[src/rtl/ioc_spi_initiator_if.sv]
// IOC register bus between the SPI initiator and its control modules.
// The initiator drives address, write data, selects and strobes; modules return read bytes.
`timescale 1ns/1ps
interface ioc_spi_initiator_if #(
  parameter int NUM_MODULES = 4
) ();
  logic [4:0]               ioc;
  logic [7:0]               data_out;
  logic [8*NUM_MODULES-1:0] data_in;
  logic [NUM_MODULES-1:0]   cs;
  logic                     fetch_cmd;
  logic                     load_cmd;

  modport master (
    output ioc, data_out, cs, fetch_cmd, load_cmd,
    input  data_in
  );

  modport slave (
    input  ioc, data_out, cs, fetch_cmd, load_cmd,
    output data_in
  );
endinterface

[src/rtl/ioc_spi_initiator.sv]
// SPI mode-0 command front end driving the IOC register bus (opcode byte + data byte).
// Optional IOC_SPI_ECHO_EN: echo the previous completed opcode on MISO during the opcode byte.
`timescale 1ns/1ps
module ioc_spi_initiator #(
  parameter int NUM_MODULES = 4,
  parameter int SYNC_STAGES = 2
) (
  input  logic                i_sys_clk,
  input  logic                i_rst_b,
  input  logic                i_spi_sck,
  input  logic                i_spi_mosi,
  input  logic                i_spi_ss_b,
  output logic                o_spi_miso,
  output logic                o_spi_miso_oe,
  output logic                o_txn_err,
  ioc_spi_initiator_if.master bus
);

  localparam logic [3:0] ST_IDLE     = 4'd0;
  localparam logic [3:0] ST_OPCODE   = 4'd1;
  localparam logic [3:0] ST_FETCH    = 4'd2;
  localparam logic [3:0] ST_WAIT     = 4'd3;
  localparam logic [3:0] ST_CAPTURE  = 4'd4;
  localparam logic [3:0] ST_DATA_OUT = 4'd5;
  localparam logic [3:0] ST_DATA_IN  = 4'd6;
  localparam logic [3:0] ST_LOAD     = 4'd7;
  localparam logic [3:0] ST_DONE     = 4'd8;

  function automatic logic sel_valid(input logic [1:0] sel);
    return (int'(sel) < NUM_MODULES);
  endfunction

  // Out-of-range selects map to an all-zero vector.
  function automatic logic [NUM_MODULES-1:0] sel_onehot(input logic [1:0] sel);
    logic [NUM_MODULES-1:0] oh;
    for (int k = 0; k < NUM_MODULES; k++) begin
      oh[k] = (int'(sel) == k);
    end
    return oh;
  endfunction

  logic [SYNC_STAGES-1:0] sck_sync_r;
  logic [SYNC_STAGES-1:0] mosi_sync_r;
  logic [SYNC_STAGES-1:0] ss_sync_r;
  logic                   sck_prev_r;
  logic                   ss_prev_r;
  logic [1:0]             flush_cnt_r;
  logic                   armed_r;

  logic                   sck_s;
  logic                   mosi_s;
  logic                   ss_s;
  logic                   flush_done_s;
  logic                   sck_rise_s;
  logic                   sck_fall_s;
  logic                   ss_fall_s;
  logic                   in_txn_s;
  logic [7:0]             shift_word_s;
  logic [7:0]             rd_byte_s;

  logic [3:0]             state_r;
  logic [4:0]             bit_cnt_r;
  logic [6:0]             shift_in_r;
  logic [7:0]             miso_sr_r;
  logic [1:0]             sel_r;
  logic                   valid_r;
  logic                   err_done_r;
  logic [4:0]             ioc_r;
  logic [7:0]             data_out_r;
  logic [NUM_MODULES-1:0] cs_r;
  logic                   fetch_r;
  logic                   load_r;
  logic                   txn_err_r;
  logic                   miso_r;
  logic                   miso_oe_r;
`ifdef IOC_SPI_ECHO_EN
  logic [7:0]             opcode_r;
  logic [7:0]             echo_r;
`endif

  // Pin synchronisers, edge history and post-reset arming of SS_B fall detection.
  always_ff @(posedge i_sys_clk or negedge i_rst_b) begin
    if (!i_rst_b) begin
      sck_sync_r  <= {SYNC_STAGES{1'b0}};
      mosi_sync_r <= {SYNC_STAGES{1'b0}};
      ss_sync_r   <= {SYNC_STAGES{1'b1}};
      sck_prev_r  <= 1'b0;
      ss_prev_r   <= 1'b1;
      flush_cnt_r <= 2'd0;
      armed_r     <= 1'b0;
    end else begin
      sck_sync_r  <= {sck_sync_r[SYNC_STAGES-2:0], i_spi_sck};
      mosi_sync_r <= {mosi_sync_r[SYNC_STAGES-2:0], i_spi_mosi};
      ss_sync_r   <= {ss_sync_r[SYNC_STAGES-2:0], i_spi_ss_b};
      sck_prev_r  <= sck_s;
      ss_prev_r   <= ss_s;
      flush_cnt_r <= flush_done_s ? flush_cnt_r : flush_cnt_r + 2'd1;
      armed_r     <= armed_r | (flush_done_s & ss_s);
    end
  end

  // Edge detection, shift-word assembly and read-byte selection.
  always_comb begin
    sck_s        = sck_sync_r[SYNC_STAGES-1];
    mosi_s       = mosi_sync_r[SYNC_STAGES-1];
    ss_s         = ss_sync_r[SYNC_STAGES-1];
    flush_done_s = (flush_cnt_r == 2'(SYNC_STAGES));
    sck_rise_s   = sck_s & ~sck_prev_r;
    sck_fall_s   = ~sck_s & sck_prev_r;
    // A fall is only trusted once the chain holds real samples, so SS_B held low across reset is ignored.
    ss_fall_s    = armed_r & ss_prev_r & ~ss_s;
    in_txn_s     = (state_r != ST_IDLE) && (state_r != ST_LOAD) && (state_r != ST_DONE);
    shift_word_s = {shift_in_r, mosi_s};
    rd_byte_s    = 8'h00;
    for (int k = 0; k < NUM_MODULES; k++) begin
      rd_byte_s = rd_byte_s | (bus.data_in[8*k +: 8] & {8{int'(sel_r) == k}});
    end
  end

  // Transaction FSM with registered bus, strobe and MISO outputs.
  always_ff @(posedge i_sys_clk or negedge i_rst_b) begin
    if (!i_rst_b) begin
      state_r    <= ST_IDLE;
      bit_cnt_r  <= 5'd0;
      shift_in_r <= 7'd0;
      miso_sr_r  <= 8'h00;
      sel_r      <= 2'd0;
      valid_r    <= 1'b0;
      err_done_r <= 1'b0;
      ioc_r      <= 5'd0;
      data_out_r <= 8'h00;
      cs_r       <= {NUM_MODULES{1'b0}};
      fetch_r    <= 1'b0;
      load_r     <= 1'b0;
      txn_err_r  <= 1'b0;
      miso_r     <= 1'b0;
      miso_oe_r  <= 1'b0;
`ifdef IOC_SPI_ECHO_EN
      opcode_r   <= 8'h00;
      echo_r     <= 8'h00;
`endif
    end else begin
      cs_r      <= {NUM_MODULES{1'b0}};
      fetch_r   <= 1'b0;
      load_r    <= 1'b0;
      txn_err_r <= 1'b0;
      miso_oe_r <= ~ss_s;
      if (ss_s && in_txn_s) begin
        state_r   <= ST_IDLE;
        miso_r    <= 1'b0;
        txn_err_r <= ~err_done_r;
      end else begin
        case (state_r)
          ST_IDLE: begin
            miso_r <= 1'b0;
            if (ss_fall_s) begin
              state_r    <= ST_OPCODE;
              bit_cnt_r  <= 5'd0;
              err_done_r <= 1'b0;
`ifdef IOC_SPI_ECHO_EN
              miso_r     <= echo_r[7];
              miso_sr_r  <= {echo_r[6:0], 1'b0};
`else
              miso_sr_r  <= 8'h00;
`endif
            end
          end
          ST_OPCODE: begin
            if (sck_rise_s) begin
              shift_in_r <= shift_word_s[6:0];
              bit_cnt_r  <= bit_cnt_r + 5'd1;
              if (bit_cnt_r == 5'd7) begin
                ioc_r   <= shift_word_s[4:0];
                sel_r   <= shift_word_s[6:5];
                valid_r <= sel_valid(shift_word_s[6:5]);
                miso_r  <= 1'b0;
`ifdef IOC_SPI_ECHO_EN
                opcode_r <= shift_word_s;
`endif
                if (shift_word_s[7]) begin
                  state_r <= ST_DATA_IN;
                end else begin
                  state_r    <= ST_FETCH;
                  cs_r       <= sel_onehot(shift_word_s[6:5]);
                  fetch_r    <= sel_valid(shift_word_s[6:5]);
                  txn_err_r  <= ~sel_valid(shift_word_s[6:5]);
                  err_done_r <= ~sel_valid(shift_word_s[6:5]);
                end
              end
            end else if (sck_fall_s && (bit_cnt_r != 5'd0)) begin
              miso_r    <= miso_sr_r[7];
              miso_sr_r <= {miso_sr_r[6:0], 1'b0};
            end
          end
          ST_FETCH: begin
            state_r <= ST_WAIT;
          end
          ST_WAIT: begin
            state_r <= ST_CAPTURE;
          end
          ST_CAPTURE: begin
            miso_r    <= rd_byte_s[7];
            miso_sr_r <= {rd_byte_s[6:0], 1'b0};
            state_r   <= ST_DATA_OUT;
          end
          ST_DATA_OUT: begin
            // Bit 7 is already on MISO; the fall right after rise 8 must not shift it away.
            if (sck_rise_s) begin
              bit_cnt_r <= bit_cnt_r + 5'd1;
              if (bit_cnt_r == 5'd15) begin
                state_r <= ST_DONE;
`ifdef IOC_SPI_ECHO_EN
                echo_r  <= opcode_r;
`endif
              end
            end else if (sck_fall_s && (bit_cnt_r > 5'd8)) begin
              miso_r    <= miso_sr_r[7];
              miso_sr_r <= {miso_sr_r[6:0], 1'b0};
            end
          end
          ST_DATA_IN: begin
            if (sck_rise_s) begin
              shift_in_r <= shift_word_s[6:0];
              bit_cnt_r  <= bit_cnt_r + 5'd1;
              if (bit_cnt_r == 5'd15) begin
                state_r    <= ST_LOAD;
                data_out_r <= shift_word_s;
                cs_r       <= sel_onehot(sel_r);
                load_r     <= valid_r;
                txn_err_r  <= ~valid_r;
                err_done_r <= ~valid_r;
              end
            end
          end
          ST_LOAD: begin
            state_r <= ST_DONE;
`ifdef IOC_SPI_ECHO_EN
            echo_r  <= opcode_r;
`endif
          end
          ST_DONE: begin
            if (ss_s) begin
              state_r <= ST_IDLE;
              miso_r  <= 1'b0;
            end
          end
          default: begin
            state_r <= ST_IDLE;
            miso_r  <= 1'b0;
          end
        endcase
      end
    end
  end

  assign bus.ioc       = ioc_r;
  assign bus.data_out  = data_out_r;
  assign bus.cs        = cs_r;
  assign bus.fetch_cmd = fetch_r;
  assign bus.load_cmd  = load_r;
  assign o_spi_miso    = miso_r;
  assign o_spi_miso_oe = miso_oe_r;
  assign o_txn_err     = txn_err_r;

endmodule

[src/flat_wrapper.sv]
// flat-port wrapper written by rule: the top's interface ports become plain ports
module ioc_spi_initiator_flat 
#(
  parameter int NUM_MODULES = 4,
  parameter int SYNC_STAGES = 2
)
  (i_sys_clk, i_rst_b, i_spi_sck, i_spi_mosi, i_spi_ss_b, o_spi_miso, o_spi_miso_oe, o_txn_err, bus_ioc, bus_data_out, bus_cs, bus_fetch_cmd, bus_load_cmd, bus_data_in);
  ioc_spi_initiator_if #(.NUM_MODULES(NUM_MODULES)) bus_i ();
  input  logic i_sys_clk;
  input  logic i_rst_b;
  input  logic i_spi_sck;
  input  logic i_spi_mosi;
  input  logic i_spi_ss_b;
  output logic o_spi_miso;
  output logic o_spi_miso_oe;
  output logic o_txn_err;
  output wire logic [$bits(bus_i.ioc)-1:0] bus_ioc;
  output wire logic [$bits(bus_i.data_out)-1:0] bus_data_out;
  output wire logic [$bits(bus_i.cs)-1:0] bus_cs;
  output wire logic [$bits(bus_i.fetch_cmd)-1:0] bus_fetch_cmd;
  output wire logic [$bits(bus_i.load_cmd)-1:0] bus_load_cmd;
  input wire logic [$bits(bus_i.data_in)-1:0] bus_data_in;
  assign bus_ioc = bus_i.ioc;
  assign bus_data_out = bus_i.data_out;
  assign bus_cs = bus_i.cs;
  assign bus_fetch_cmd = bus_i.fetch_cmd;
  assign bus_load_cmd = bus_i.load_cmd;
  assign bus_i.data_in = bus_data_in;
  ioc_spi_initiator #(.NUM_MODULES(NUM_MODULES), .SYNC_STAGES(SYNC_STAGES)) u_core (.i_sys_clk(i_sys_clk), .i_rst_b(i_rst_b), .i_spi_sck(i_spi_sck), .i_spi_mosi(i_spi_mosi), .i_spi_ss_b(i_spi_ss_b), .o_spi_miso(o_spi_miso), .o_spi_miso_oe(o_spi_miso_oe), .o_txn_err(o_txn_err), .bus(bus_i));
endmodule
[config.mk]
export PLATFORM = sky130hd
export DESIGN_NAME = ioc_spi_initiator_flat
export DESIGN_NICKNAME = d
export VERILOG_FILES = /design/src/rtl/ioc_spi_initiator_if.sv /design/src/rtl/ioc_spi_initiator.sv /design/src/flat_wrapper.sv
export SDC_FILE = /design/constraint.sdc
export NUM_CORES = 1
export LEC_CHECK = 0
export ABC_CLOCK_PERIOD_IN_PS = 2530
export CAP_MARGIN = 20
export CORE_MARGIN = 1.5
export CORE_UTILIZATION = 55
export DETAILED_ROUTE_END_ITERATION = 8
export DONT_BUFFER_PORTS = 1
export GPL_ROUTABILITY_DRIVEN = 0
export HOLD_SLACK_MARGIN = 0.1
export PLACE_DENSITY = 0.7
export SLEW_MARGIN = 20
export SYNTH_ARGS = -nofsm -noshare
export SYNTH_HDL_FRONTEND = slang
export SYNTH_SLANG_ARGS = --single-unit
[constraint.sdc]
create_clock -name i_sys_clk -period 2.53 [get_ports i_sys_clk]
set_clock_uncertainty 0.2 [all_clocks]
set_input_delay 0.3795 -clock i_sys_clk [delete_from_list [all_inputs] [get_ports i_sys_clk]]
set_output_delay 0.3795 -clock i_sys_clk [all_outputs]
set_load 0.02 [all_outputs]
==> results of run 1 <==
==> logic make-up (layout without fill, tap and decap cells) <==
logic type | after synthesis | in the layout | share of synthesized area
DFF | 60 | 60 | 0.515
AOI/OAI and AO/OA | 42 | 42 | 0.106
buffers and inverters | 20 | 44 | 0.0283
xor gates and xnor gates | 1 | 1 | 0.00300
and+or+nand+nor | 74 | 74 | 0.149
adders and majority gates | 5 | 5 | 0.0214
muxes | 38 | 38 | 0.177
==> state kept, by name, indices dropped and copies added (netlist names), 2 cells and up <==
register,count
u_core.bus.ioc,5
u_core.bus.cs,4
u_core.bit_cnt_r,5
u_core.mosi_sync_r,2
u_core.sck_sync_r,2
u_core.flush_cnt_r,2
u_core.ss_sync_r,2
u_core.state_r,4
u_core.shift_in_r,7
u_core.sel_r,2
u_core.bus.data_out,8
u_core.miso_sr_r,7
==> final timing paths <==
check	start	cells after the start	slack, ns	to
max reg2reg	u_core.state_r[1]$_DFFE_PN0P_	6	0.12	u_core.o_spi_miso$_DFFE_PN0P_
min in group asynchronous	i_rst_b	2	0.40	u_core.miso_sr_r[6]$_DFFE_PN0P_
min	u_core.mosi_sync_r[0]$_DFF_PN0_	0	0.15	u_core.mosi_sync_r[1]$_DFF_PN0_
max in group asynchronous	i_rst_b	2	1.41	u_core.ss_sync_r[1]$_DFF_PN1_
min reg2reg	u_core.mosi_sync_r[0]$_DFF_PN0_	0	0.15	u_core.mosi_sync_r[1]$_DFF_PN0_
max	u_core.state_r[1]$_DFFE_PN0P_	6	0.12	u_core.o_spi_miso$_DFFE_PN0P_
==> per-layer routing <==
metal	wire (um)	vias up
met5	0	-
met4	116	0
met3	369	12
met2	2860	72
met1	2610	990
li1	-	934
==> worst register-to-register path, cell delays in order (launching register included) <==
cell                        delay (ns)
sky130_fd_sc_hd__dfrtp_1          0.44
sky130_fd_sc_hd__buf_4            0.18
sky130_fd_sc_hd__nand2b_1         0.20
sky130_fd_sc_hd__a211oi_1         0.09
sky130_fd_sc_hd__a22o_1           0.22
sky130_fd_sc_hd__a2111oi_0        0.57
sky130_fd_sc_hd__mux2_2           0.40
==> placed cells by master, fill, tap and decap left out, types with 6 or more instances in the layout <==
cell | synthesis | routed
sky130_fd_sc_hd__mux2_2 | 29 | 29
sky130_fd_sc_hd__mux4_2 | 8 | 8
sky130_fd_sc_hd__inv_1 | 10 | 10
sky130_fd_sc_hd__nand2_1 | 16 | 16
sky130_fd_sc_hd__o21ai_0 | 9 | 9
sky130_fd_sc_hd__dfrtp_1 | 57 | 57
sky130_fd_sc_hd__clkbuf_8 | 0 | 9
sky130_fd_sc_hd__nor2_1 | 14 | 14
sky130_fd_sc_hd__nand2b_1 | 6 | 6
sky130_fd_sc_hd__a22o_1 | 7 | 7
sky130_fd_sc_hd__buf_4 | 0 | 13
==> report_power, final <==
group          internal [mW]  switching [mW]  leakage (nW)  total, mW
sequential              1.06           0.114         0.793       1.18
clock                  0.559           0.391         0.106      0.950
combinational          0.372           0.417         0.586      0.789
==> area by class of cell <==
| class | instances | area [um2] | share of cell area |
|---|---|---|---|
| Clock inverter | 7 | 101 | 0.0302 |
| Sequential cell | 60 | 1510 | 0.448 |
| Inverter | 10 | 37.5 | 0.0112 |
| Multi-Input combinational cell | 160 | 1340 | 0.399 |
| Clock buffer | 9 | 124 | 0.0369 |
| Tap cell | 70 | 87.6 | 0.0261 |
| Timing Repair Buffer | 18 | 165 | 0.0492 |
==> cell usage after synthesis (2+ instances only) <==
cell type,count
sky130_fd_sc_hd__o21ai_0,9
sky130_fd_sc_hd__a21oi_1,3
sky130_fd_sc_hd__mux4_2,8
sky130_fd_sc_hd__nand3_1,5
sky130_fd_sc_hd__o31ai_1,3
sky130_fd_sc_hd__ha_1,5
sky130_fd_sc_hd__dfstp_2,3
sky130_fd_sc_hd__a22o_1,7
sky130_fd_sc_hd__dfrtp_1,57
sky130_fd_sc_hd__nor3_1,3
sky130_fd_sc_hd__buf_2,6
sky130_fd_sc_hd__and3_1,3
sky130_fd_sc_hd__nand2_1,16
sky130_fd_sc_hd__or2_2,3
sky130_fd_sc_hd__nor4_1,5
sky130_fd_sc_hd__a2111oi_0,3
sky130_fd_sc_hd__a21o_1,2
sky130_fd_sc_hd__clkbuf_1,4
sky130_fd_sc_hd__and4bb_2,2
sky130_fd_sc_hd__nor2_1,14
sky130_fd_sc_hd__nor2b_1,4
sky130_fd_sc_hd__nor3b_1,2
sky130_fd_sc_hd__inv_1,10
sky130_fd_sc_hd__a32oi_1,2
sky130_fd_sc_hd__mux2_2,29
sky130_fd_sc_hd__nand2b_1,6
sky130_fd_sc_hd__nand3b_1,2
==> stage by stage <==
step | area, um2 | total power, mW | util
after floorplan | 2920 | 1.72 | -
after global placement | 3060 | 1.92 | 0.600
after detailed placement | 3060 | 1.94 | 0.600
after CTS | 3360 | 2.93 | 0.657
after global routing | 3360 | 3.09 | 0.658
final | 3360 | 2.92 | 0.658
==> what timing repair did <==
action / 4_1_cts / 5_1_grt
endpoints found under the hold margin: 63 / 0
hold buffers: 5 / 0
gates resized for setup: 0 / 1
endpoints found under the setup margin: 0 / 1
==> results by stage, run 1 <==
Setup path:
- The kind of critical path is reg2reg.
- The kind of capture point of the worst setup path is a register.
- In this design, the stage delay of the slowest critical-path cell is 0.57 ns.
- The largest individual stage delay along the critical path comes from the cell sky130_fd_sc_hd__a2111oi_0.
- The critical path goes through buf_4 -> nand2b_1 -> a211oi_1 -> a22o_1 -> a2111oi_0 -> mux2_2.
- For the worst setup path, the data required time is approximately 2.6 ns.
- The kind of cell with the highest combined delay along the critical path is compound AO/OA/AOI/OAI gates.
- STA puts the critical path data arrival time at 2.42 ns.
- Of all nets on the critical path, the largest fanout is 7.
- STA classifies the critical path startpoint as a register.
- The number of buffers and inverters on the critical path is 1.

Timing:
- The worst pin sits at a relative slew slack of 0.612.
- Of the available clock period, the critical path in the final layout requires 0.951.
- The number of endpoints with negative hold slack in the final report is 0.
- The tightest hold path in the finished design has a slack of 0.154 ns.
- The final setup slack of the worst path is about 0.12 ns.
- The maximum operating frequency is ~0.42 GHz.
- The setup-violating endpoint count in the final report is 0.
- The max-slew violation total from the final report is 0.
- The clock period minus final worst setup slack is 2.41 ns.
- For the final routed database, the setup TNS stands at 0 ns.
- The worst-margin pin slew is around 0.57 ns.
- Setup repair after global routing left no endpoint under its margin.

Pwr:
- IR analysis of the VDD net gives a maximum drop of 553 uV.
- For this design the static power due to leakage is between 1 and 1.5 nW.
- Power spread over the standard cell area amounts to 869 nW/um2.

Die:
- The row count is 26.
- The die boundary width is 75.9 um.
- From bottom edge to top edge, the die measures approximately 76 um.
- The total area inside the core boundary comes to 5110 um2.
- The starting utilization of the core area is 0.572.
- The full die area is between 5000 and 6000 um2.
- The total I/O pin count is 59.

Layout:
- The number of antenna diodes in the final layout is 0.
- The area growth from synthesis to layout is 14.9%.
- The number of fill cells in the layout is between 300 and 400.
- In the final layout, the share of cells above drive strength 1 is 0.311.
- The final-stage net count is around 300.
- The final cell count without fillers is roughly 330.

Clocking:
- The deepest level of the CTS H-tree is 3.
- The setup fix buffers added after clock tree synthesis is 0.
- The CTS tree is done.
- The cell at the root of the clock tree is sky130_fd_sc_hd__clkbuf_8.
- The number of sinks handled by clock tree synthesis is 60.
- Counting along the longest clock path gives a buffer depth of 2.
- Counting the buffers created by CTS gives 9.
- The latest clock arrival within the worst-skew pair is ~0.33 ns.
- The clock input transition at the sequential cells of the worst setup and hold paths is around 0.070 ns.

Global routing:
- The met2 capacity usage during global routing is 0.346.
- Entering global routing, the biggest net connects roughly 60 pins.
- In the global route stage, met3 resource usage came out at 0.0771.
- The total overflow left after global routing is 0.
- The layer flagged by global routing as most heavily used is met2.
- The first global-routing pass estimated between 10000 and 15000 um of wire.
- The global routing usage summed across all routing layers is 0.224.
- The met1 usage is 0.293.
- The initial antenna violation count is 0.
- The number of global-route vias before repair is slightly above 2000.

Synth:
- After synthesis the netlist holds a flip-flop and latch count of 60.
- Counting every net in the synthesized netlist gives roughly 280.
- For this run, the number of Yosys warnings is 0.
- The register area share after synthesis is 0.515.
- By area the synthesized netlist is led by sky130_fd_sc_hd__dfrtp_1 49%, sky130_fd_sc_hd__mux2_2 11%, sky130_fd_sc_hd__mux4_2 6.2%.
- The share of async-settable or async-resettable flops after synthesis is 1.00.
- The count of flip-flops with a built-in enable after synthesis is 0.
- The distinct cell type count after synthesis is approximately 50.
- For this run, the leading register cell type out of synthesis is sky130_fd_sc_hd__dfrtp_1.
- The synthesized design spends more area on one cell type than any other, namely sky130_fd_sc_hd__dfrtp_1.
- Synthesis produced a netlist whose cell count is 240.
- Of the post-synthesis cell area, the dominant cell type holds 0.488.
- The cell area that synthesis handed to floorplanning was between 2000 and 3000 um2.
- The average instance in the mapped netlist occupies around 12 um2.

Place:
- The final HPWL from detailed placement is 4180 um.
- The number of buffer cells added on primary ports is 0.
- Timing analysis after detailed placement gives a worst setup slack of 0.154 ns.
- The number of placed instances with taps included is 313.

Outcome:
- The flow ran to the end, and the final reports show no timing, DRC or antenna violations.

Detailed routing:
- The total via count in the routed design is 2008.
- The detailed router finished its first iteration with 152 violations.
- The total detailed-routing wirelength is 5950 um.
- After detailed routing, the number of remaining DRC violations is 0.
- In this run the remaining antenna-violating nets after routing total 0.
- The average via count per standard cell is 6.01.
- The wire length per cell is between 15 and 20 um.
- The total iterations of the first detailed-routing run is 4.

Job:
- Across the run, the number of max-cap violations was 0.

Min path:
- The worst hold path belongs to the class reg2reg.
(Power assumes the default switching activity.)
==> inputs of run 2 (changes only) <==
MAX_ROUTING_LAYER = met4   (was not set)
==> run 2 against run 1 <==
  * First-iteration DRC count fell by 2.6%
  * Critical path type unchanged
  * Die area did not move
  * Power barely moved
  * Register-to-register slack improved by 0.02 ns
  * Via count rose by 0.15%
  * Highest routed layer unchanged
  * Sequential power barely moved
  * Combinational power barely moved
  * Largest power group unchanged
  * Non-clock buffer count did not move
  * Clock-buffer cell count did not move
==> results by stage, run 2 (synthesis gave the netlist of run 1 again) <==
Outcome:
- The flow ran to the end, and the final reports show no timing, DRC or antenna violations.

Layout:
- The number of flip-flops under the largest register name came to 8 (unchanged).
- The final-stage net count came to 301 (unchanged).
- The area taken by multi-input logic gates is 1340 um2 (unchanged).
- The area growth from synthesis to layout is 14.9% (unchanged).
- The antenna diode instance count is 0 (unchanged).
- The leading cell type in the layout, fill and taps excluded is sky130_fd_sc_hd__dfrtp_1.
- The sequential cell area is 1510 um2 (unchanged).
- The number of fill cells in the layout is 385 (unchanged).
- The share of cells above drive strength 1 is 0.311 (unchanged).
- In the layout the commonest cells are 57 x sky130_fd_sc_hd__dfrtp_1, 29 x sky130_fd_sc_hd__mux2_2, 16 x sky130_fd_sc_hd__nand2_1.

Pwr:
- The total leakage power is 1.48 nW (unchanged).
- The cell area power density was 869 nW/um2 (about the same).
- The total power consumption of the routed design is 2.92 mW (about the same).
- The maximum resistive drop on vdd is 553 uV (about the same).

Timing:
- The worst-margin pin slew is 0.596 ns (+0.0284 ns).
- The clock period minus final worst setup slack is 2.38 ns (-0.0215 ns).
- Setup repair after global routing left no endpoint under its margin.
- The share of the clock period used by the worst path after layout was 0.942 (-0.00850).
- The final-layout setup total negative slack is 0 ns (unchanged).
- The number of endpoints with negative hold slack in the final report is 0 (unchanged).
- The normalized max-slew margin came to 0.603 (-0.00913).
- The setup-violating endpoint count in the final report is 0 (unchanged).
- The max-slew violation total from the final report is 0 (unchanged).
- The maximum operating frequency came to 0.419 GHz (+0.90%).
- The tightest hold margin is 0.154 ns (unchanged).

Clocking:
- The number of sinks handled by clock tree synthesis came to 60 (unchanged).
- The maximum number of buffers from clock root to sink is 2 (unchanged).
- The TritonCTS buffer count is 9 (unchanged).
- The cell at the root of the clock tree is sky130_fd_sc_hd__clkbuf_8.
- The deepest level of the CTS H-tree was 3 (unchanged).
- The latest clock arrival within the worst-skew pair is 0.33 ns (about the same).
- The CTS tree is done.
- The setup fix buffers added after clock tree synthesis is 0 (unchanged).
- The clock input transition at the sequential cells of the worst setup and hold paths is 0.07 ns (about the same).

Global routing:
- The global routing usage summed across all routing layers is 0.230 (+0.00584).
- The global-route congestion overflow total was 0 (unchanged).
- The wire length of the first global-routing pass is 10000 um (-0.27%).
- The initial antenna violation count is 0 (unchanged).
- The number of global-route vias before repair is 2055 (+0.49%).
- The largest net degree at the start of global routing is 61 (unchanged).

Setup path:
- The worst register-to-register path begins at u_core.state_r[1]$_DFFE_PN0P_.
- The endpoint identified for the worst register-to-register timing path is u_core.o_spi_miso$_DFFE_PN0P_.
- The endpoint arrival time on the critical path is 2.40 ns (-0.02 ns).
- The depth of the worst register-to-register path is 6 (unchanged).
- The data required time at the worst endpoint is 2.55 ns (about the same).
- The worst reg-to-reg setup slack came to 0.15 ns (+0.02 ns).
- The critical path is of the reg2reg type.
- The top fanout value on the critical path was 7 (unchanged).
- The kind of capture point of the worst setup path is a register.
- STA classifies the critical path startpoint as a register.

Place:
- The final HPWL from detailed placement was 4180 um (unchanged).
- The number of buffer cells added on primary ports is 0 (unchanged).

Min path:
- The number of cells on the worst hold path is 0 (unchanged).
- The kind of path behind the tightest hold check is reg2reg.
- The worst hold path begins at u_core.mosi_sync_r[0]$_DFF_PN0_.
- The terminating pin of the worst hold path is u_core.mosi_sync_r[1]$_DFF_PN0_.

Detailed routing:
- The average via count per standard cell is 6.02 (+0.15%).
- The number of violations reported at the end of detailed-routing iteration 0 was 148 (-2.6%).
- The number of nets still failing antenna checks after routing is 0 (unchanged).
- The number of design rule violations left after detail routing came to 0 (unchanged).
- The total via count in the routed design is 2011 (+0.15%).
- The total iterations of the first detailed-routing run came to 4 (unchanged).
- The total detailed-routing wirelength is 6010 um (+0.91%).
- The wire length per cell was 18.0 um (+0.91%).

Die:
- The core outline area is 5110 um2 (unchanged).
- The full die area is 5760 um2 (unchanged).
- The starting utilization of the core area is 0.572 (unchanged).
- The die boundary width is 75.9 um (unchanged).
- The total I/O pin count is 59 (unchanged).
- The vertical die dimension is 75.9 um (unchanged).
- The row count came to 26 (unchanged).

Job:
- The number of max-capacitance violations reported was 0 (unchanged).
## run 2: cell counts in the layout (fill, tap and decap cells not counted)
No cell type changed its count.
## run 2: worst max-delay path by stage
stage / slack [ns] / cells past startpoint / end / startpoint
after detailed placement: 0.15 / 5 / u_core.o_spi_miso$_DFFE_PN0P_ / u_core.state_r[3]$_DFFE_PN0P_
after CTS: 0.10 / 5 / u_core.o_spi_miso$_DFFE_PN0P_ / u_core.state_r[2]$_DFFE_PN0P_
after global routing: 0.02 / 6 / u_core.o_spi_miso$_DFFE_PN0P_ / u_core.bit_cnt_r[0]$_DFFE_PN0P_
after global placement: 0.22 / 3 / u_core.bus.ioc[0]$_DFFE_PN0P_ / u_core.state_r[3]$_DFFE_PN0P_
after floorplan: 0.27 / 5 / u_core.miso_sr_r[2]$_DFFE_PN0P_ / u_core.state_r[0]$_DFFE_PN0P_
final: 0.15 / 6 / u_core.o_spi_miso$_DFFE_PN0P_ / u_core.state_r[1]$_DFFE_PN0P_
## run 2: power by group
part	internal, mW	switching (mW)
logic	0.372	0.418
registers	1.06	0.115
clock network	0.559	0.390
## run 2: cell type report
type | count | area share
Clock buffer | 9 | 0.0369
Clock inverter | 7 | 0.0302
Inverter | 10 | 0.0112
Multi-Input combinational cell | 160 | 0.399
Sequential cell | 60 | 0.448
Tap cell | 70 | 0.0261
Timing Repair Buffer | 18 | 0.0492
## run 2: critical path, stage by stage (launching register included)
cell	delay [ns]
sky130_fd_sc_hd__dfrtp_1	0.44
sky130_fd_sc_hd__buf_4	0.18
sky130_fd_sc_hd__nand2b_1	0.21
sky130_fd_sc_hd__a211oi_1	0.09
sky130_fd_sc_hd__a22o_1	0.23
sky130_fd_sc_hd__a2111oi_0	0.54
sky130_fd_sc_hd__mux2_2	0.40
## run 2: what timing repair did
| item | 4_1_cts | 5_1_grt |
|---|---|---|
| setup endpoints to repair | 0 | 1 |
| hold endpoints to repair | 63 | 0 |
| hold buffers | 5 | 0 |
| gates resized for setup | 0 | 1 |
## run 2: per-stage QoR
step / util / setup WS, ns / cells / area [um2]
after global placement: 0.600 / 0.224 / 313 / 3060
final: 0.658 / 0.146 / 334 / 3360
after global routing: 0.658 / 0.0225 / 334 / 3360
after detailed placement: 0.600 / 0.154 / 313 / 3060
after floorplan: - / 0.267 / 240 / 2920
after CTS: 0.657 / 0.104 / 334 / 3360
## run 2: per-layer routing
layer,up-vias,GRT usage,part of all wire
met3,13,0.0723,0.073
met4,0,0.0889,0.018
met1,983,0.295,0.44
met2,83,0.345,0.47
met5,-,-,0
li1,932,-,-
